==> src/rtl/fir_mac_engine.sv <==
// Multi-channel FIR multiply-accumulate engine.
//
// A start pulse in IDLE walks N_TAPS coefficients from an external synchronous ROM
// and N_TAPS sample words from a sample queue. All channels share the coefficient
// stream. Each channel accumulates at full precision. The result is then rounded
// (optional), arithmetically shifted and saturated (optional) to DATA_W.
//
// Ports:
//   clk        system clock
//   rst        asynchronous, active-high reset
//   start      begin a computation (sampled only in IDLE)
//   clr        synchronous abort to IDLE; smpl_out keeps its value
//   coef_addr  coefficient ROM address; ROM data returns one clock later on coef_in
//   coef_in    signed coefficient from ROM
//   smpl_req   sample request; the queue presents smpl_in one clock later
//   smpl_in    packed signed samples, channel c at [c*DATA_W +: DATA_W]
//   smpl_out   packed filtered samples, same packing, held between updates
//   busy       high whenever the engine is not IDLE
//   done       one-cycle pulse, coincident with a new smpl_out
module fir_mac_engine #(
    parameter int unsigned N_CH      = 2,
    parameter int unsigned DATA_W    = 16,
    parameter int unsigned COEF_W    = 16,
    parameter int unsigned N_TAPS    = 1021,
    parameter int unsigned ACC_W     = 40,
    parameter int unsigned OUT_SHIFT = 15,
    parameter int unsigned RND_EN    = 1,
    parameter int unsigned SAT_EN    = 1,
    localparam int unsigned ADDR_W   = (N_TAPS > 1) ? $clog2(N_TAPS) : 1
) (
    input  logic                   clk,
    input  logic                   rst,
    input  logic                   start,
    input  logic                   clr,
    output logic [ADDR_W-1:0]      coef_addr,
    input  logic [COEF_W-1:0]      coef_in,
    output logic                   smpl_req,
    input  logic [N_CH*DATA_W-1:0] smpl_in,
    output logic [N_CH*DATA_W-1:0] smpl_out,
    output logic                   busy,
    output logic                   done
);

    localparam int unsigned PROD_W = DATA_W + COEF_W;
    localparam logic [ADDR_W-1:0] LAST_TAP = ADDR_W'(N_TAPS - 1);
    localparam logic signed [ACC_W:0] RND_ADD =
        (RND_EN != 0) ? ((ACC_W + 1)'(1) << (OUT_SHIFT - 1)) : '0;
    localparam logic signed [ACC_W:0] SAT_MAX =
        {{(ACC_W - DATA_W + 2){1'b0}}, {(DATA_W - 1){1'b1}}};
    localparam logic signed [ACC_W:0] SAT_MIN =
        {{(ACC_W - DATA_W + 2){1'b1}}, {(DATA_W - 1){1'b0}}};

    typedef enum logic [1:0] {StIdle, StRun, StDrain, StOut} state_e;

    state_e                   state_q;
    logic [ADDR_W-1:0]        tap_q;
    logic                     issue_q;
    logic                     acc_clr;
    logic signed [ACC_W-1:0]  acc_q [N_CH];
    logic signed [PROD_W-1:0] prod [N_CH];
    logic signed [ACC_W:0]    rnd_acc;
    logic signed [ACC_W:0]    shifted;
    logic [N_CH*DATA_W-1:0]   out_d;

    assign busy    = (state_q != StIdle);
    assign acc_clr = (state_q == StIdle) && start && !clr;

    // Control FSM; outputs are registered so coef_addr/smpl_req lead the data by one clock.
    always_ff @(posedge clk or posedge rst) begin
        if (rst) begin
            state_q   <= StIdle;
            tap_q     <= '0;
            coef_addr <= '0;
            smpl_req  <= 1'b0;
            issue_q   <= 1'b0;
            done      <= 1'b0;
            smpl_out  <= '0;
        end else begin
            done    <= 1'b0;
            issue_q <= smpl_req;
            if (clr) begin
                state_q   <= StIdle;
                tap_q     <= '0;
                coef_addr <= '0;
                smpl_req  <= 1'b0;
                issue_q   <= 1'b0;
            end else begin
                case (state_q)
                    StIdle: begin
                        if (start) begin
                            state_q   <= StRun;
                            tap_q     <= '0;
                            coef_addr <= '0;
                            smpl_req  <= 1'b1;
                        end
                    end
                    StRun: begin
                        if (tap_q == LAST_TAP) begin
                            state_q   <= StDrain;
                            coef_addr <= '0;
                            smpl_req  <= 1'b0;
                        end else begin
                            tap_q     <= tap_q + 1'b1;
                            coef_addr <= tap_q + 1'b1;
                        end
                    end
                    StDrain: state_q <= StOut;
                    StOut: begin
                        smpl_out <= out_d;
                        done     <= 1'b1;
                        state_q  <= StIdle;
                    end
                    default: state_q <= StIdle;
                endcase
            end
        end
    end

    // Full-width signed products, one per channel, sharing the same coefficient.
    always_comb begin
        for (int c = 0; c < N_CH; c++) begin
            prod[c] = PROD_W'($signed(coef_in)) * PROD_W'($signed(smpl_in[c*DATA_W +: DATA_W]));
        end
    end

    always_ff @(posedge clk or posedge rst) begin
        if (rst) begin
            for (int c = 0; c < N_CH; c++) acc_q[c] <= '0;
        end else if (acc_clr) begin
            for (int c = 0; c < N_CH; c++) acc_q[c] <= '0;
        end else if (issue_q) begin
            for (int c = 0; c < N_CH; c++) acc_q[c] <= acc_q[c] + ACC_W'(prod[c]);
        end
    end

    // One extra bit keeps the rounding add from overflowing the accumulator range.
    always_comb begin
        out_d   = '0;
        rnd_acc = '0;
        shifted = '0;
        for (int c = 0; c < N_CH; c++) begin
            rnd_acc = (ACC_W + 1)'(acc_q[c]) + RND_ADD;
            shifted = rnd_acc >>> OUT_SHIFT;
            if (SAT_EN != 0) begin
                if (shifted > SAT_MAX) begin
                    out_d[c*DATA_W +: DATA_W] = SAT_MAX[DATA_W-1:0];
                end else if (shifted < SAT_MIN) begin
                    out_d[c*DATA_W +: DATA_W] = SAT_MIN[DATA_W-1:0];
                end else begin
                    out_d[c*DATA_W +: DATA_W] = shifted[DATA_W-1:0];
                end
            end else begin
                out_d[c*DATA_W +: DATA_W] = shifted[DATA_W-1:0];
            end
        end
    end

endmodule

==> config.mk <==
export PLATFORM = sky130hd
export DESIGN_NAME = fir_mac_engine
export DESIGN_NICKNAME = d
export VERILOG_FILES = /design/src/rtl/fir_mac_engine.sv
export SDC_FILE = /design/constraint.sdc
export NUM_CORES = 2
export LEC_CHECK = 0
export ABC_AREA = 1
export CORE_ASPECT_RATIO = 1.75
export CORE_UTILIZATION = 55
export CTS_CLUSTER_SIZE = 14
export DETAILED_ROUTE_END_ITERATION = 16
export DONT_BUFFER_PORTS = 1
export GPL_TIMING_DRIVEN = 0
export PLACE_DENSITY = 0.7
export SLEW_MARGIN = 20
export SYNTH_ARGS = -nofsm -noshare
export SYNTH_HDL_FRONTEND = slang
export SYNTH_SLANG_ARGS = --single-unit
==> constraint.sdc <==
create_clock -name clk -period 6.2 [get_ports clk]
set_input_delay 0.62 -clock clk [delete_from_list [all_inputs] [get_ports clk]]
set_output_delay 0.62 -clock clk [all_outputs]
set_load 0.02 [all_outputs]
==> flow_metrics.tcl <==
set metrics [dict create \
    status "complete, no violations" \
    synth_cells 4293 \
    vias 27210 \
    die_h_um 326.5 \
    required_ps 6560 \
    grt_max_degree 100 \
    wl_per_cell_um 19.65 \
    drtIter0Drc 1591 \
    slew_headroom_pct 18.98 \
    yosysWarnings 0 \
    slew_violations 0 \
    nFillCells 5635 \
    fin_hold_ws_ps 216.5 \
    cts_tree "done" \
    fmax_mhz 166.6 \
    drc_errors 0 \
    tns_ps 0 \
    grt_pass1_vias 28380 \
    endpoint_kind "flip-flop" \
    cp.arrival_ps 6360 \
    ioPinCount 97 \
    netlist_area_mm2 0.03310 \
    holdCritPathClass "input pin to flip-flop" \
    ys_seq_area_share_pct 10.36 \
    grt_usage_pct 34.19 \
    regArea_mm2 0.003428 \
    cp_max_fo 10 \
    root_buffer "clkbuf_16" \
    hold_viol 0 \
    syn_nets 5242 \
    fp.dieArea_mm2 0.06121 \
    cts.htree.levels 4 \
    grt-ovfl-total 0 \
    wl_um 100700 \
    synth_cell_types 44 \
    cap_violations 0 \
    worst_pin_slew_ps 1215 \
    rsz0062_at_grt "yes" \
    io_buffers 0 \
    crit_path_cell_trace "clkbuf_4, nand2_1, inv_1, fa_2, fa_1, inv_4, fa_2, fa_2, buf_4, fa_1, fa_1, inv_1, ha_1, nand2_1, nor2_1, inv_1, nor4_2, o21ai_0, nand3_1, nand2_1, nand2_1, o21ai_1" \
    antenna_found_initial 0 \
    clockBufferDepth 2 \
    synth_area_per_cell_um2 7.710 \
    ys.flop_type "dfrtp_1" \
    r2r_cells 21 \
    post-route-period-util_pct 96.81 \
    rows 118 \
    layout-drive-gt1-share_pct 5.824 \
    numCtsBuffers 17 \
    worstSetupPathType "input pin to flip-flop" \
    grt_pass1_wl_um 157500 \
    via_per_inst 5.310 \
    cp-start-kind "input pin" \
    syn_to_final_growth_pct 6.604 \
    ys_seq_elements 137 \
    slowest_stage "fa_2" \
    drtPass1Iterations 5 \
    synth_edf_count 0 \
    cts_num_sinks 137 \
    cp_slowest_stage_delay_ps 650 \
    die_w_um 187.4 \
    start_util_pct 55.77 \
    min_period_ps 6002 \
    hold_path_depth 1 \
    fp.coreArea_mm2 0.05935 \
    clk_latency_ps 470 \
    clkSlewWorstSetupHoldPaths_ps 80 \
    cp_common_cell "nand2_1" \
    multi_input_area_mm2 0.02464 \
    setup_viol 0 \
    skew_ps 16.76 \
    nets 5280 \
    ant_nets 0 \
    gp_congestion 0.9988 \
    antennaDiodeCount 0 \
    postSynth.asyncResetShare_pct 100.0 \
    hpwl_um 85600 \
]
final timing paths:
kind / startpoint / to / slack (ps)
worst max-delay path: coef_in[15] / acc_q[79]$_DFFE_PP0P_ / 200
worst min-delay path: clr / issue_q$_DFF_PP0_ / 220
worst max register to register: acc_q[55]$_DFFE_PP0P_ / acc_q[69]$_DFFE_PP0P_ / 1080
worst min register to register: acc_q[53]$_DFFE_PP0P_ / acc_q[53]$_DFFE_PP0P_ / 520
max in group asynchronous: rst / acc_q[12]$_DFFE_PP0P_ / 4750
min in group asynchronous: rst / acc_q[77]$_DFFE_PP0P_ / 620
layout by cell type, fill, tap and decap left out, types with 12 or more instances in the layout:
cell / netlist / routed
inv_1: 1242 / 1235
nand2_1: 1009 / 1004
fa_1: 660 / 650
nor2_1: 277 / 271
ha_1: 237 / 225
o21ai_0: 171 / 152
a21oi_1: 147 / 137
dfrtp_1: 137 / 137
nand3_1: 86 / 86
clkbuf_2: 0 / 67
xor2_1: 37 / 37
clkbuf_1: 125 / 27
buf_4: 0 / 26
a21oi_2: 10 / 20
nor3_1: 23 / 17
clkbuf_16: 0 / 17
o21ai_1: 3 / 16
nand4_1: 15 / 15
xnor2_1: 14 / 14
clkbuf_4: 0 / 13
ha_2: 0 / 12
Yosys cell counts (all sizes together) (4+ instances only):
cell	count	area [µm²]
a21boi	8	60.06
a21oi	159	855.8
a22o	10	87.58
a31oi	12	75.07
buf	9	73.81
clkbuf	125	469.2
dfrtp	137	3428
fa	660	13210
ha	237	2965
inv	1247	4681
nand2	1015	3830
nand3	88	450.4
nand4	15	93.84
nor2	282	1076
nor3	24	125.1
o211ai	6	45.04
o21a	4	30.03
o21ai	174	870.8
o21bai	11	93.84
o22ai	6	37.54
o31ai	4	30.03
xnor2	14	122.6
xor2	37	324.1
state kept, by name, summed over array words and instances (netlist names):
| name | cells |
|---|---|
| coef_addr | 10 |
| acc_q | 80 |
| smpl_out | 32 |
| tap_q | 10 |
| done | 1 |
| state_q | 2 |
| issue_q | 1 |
| smpl_req | 1 |
metrics by stage:
step                      instance area [µm²]  util, %  worst slack (ps)  instances
final                                   35290    59.45             198.0       5124
after CTS                               34900    58.81             2.617       5109
after floorplan                         33100        -            -12.04       4293
after detailed placement                34120    57.49             -1426       5074
after global routing                    35290    59.45            -17.35       5124
after global placement                  34080    57.41             -1373       5073
per-layer routing:
metal / share of wire, % / global-route usage (%) / routed length (µm) / up-vias
met5: 0 / 0 / 0 / -
met4: 7.8 / 22.18 / 7881 / 0
met3: 6.5 / 5.125 / 6498 / 318
met2: 50 / 59.37 / 50630 / 1036
met1: 35 / 39.26 / 35690 / 13360
li1: - / - / - / 12500
critical path: cells and delay by family:
kind,cells,cell delay (ps)
and+or+nand+nor,7,1070
adders and majority gates,7,3620
AOI/OAI and AO/OA,2,250
buffers and inverters,6,780
kinds of logic after synthesis:
group                    after synthesis  share of synthesized area, %
adder cells (fa/ha/maj)              897                         48.88
flip-flops                           137                         10.36
AND/OR/NAND/NOR                     1432                         17.01
AO/OA/AOI/OAI                        395                         6.630
XOR/XNOR                              51                         1.349
buffers and inverters               1381                         15.78
cell type report:
cell class	count	share of cell area [%]
clock buffer	17	1.206
clock inverter	15	0.5673
inverter	1247	13.34
multi-input combinational	2775	69.83
timing repair inverter	1	0.02128
buffer	134	2.106
timing repair buffer	18	0.4468
sequential	137	9.716
tap	780	2.766
what timing repair did:
| action | in CTS | in global routing |
|---|---|---|
| buffers inserted | 2 | 14 |
| endpoints found under the hold margin | 23 | 0 |
| resized for setup | 96 | 183 |
| setup endpoints to repair | 50 | 50 |
| pin swaps | 2 | 7 |
| hold buffers | 1 | 0 |
| gates cloned | 0 | 1 |
Power is left out: the tool's default activity adds up to more than one toggle a clock period on the data nets, which glitch-free logic cannot reach.
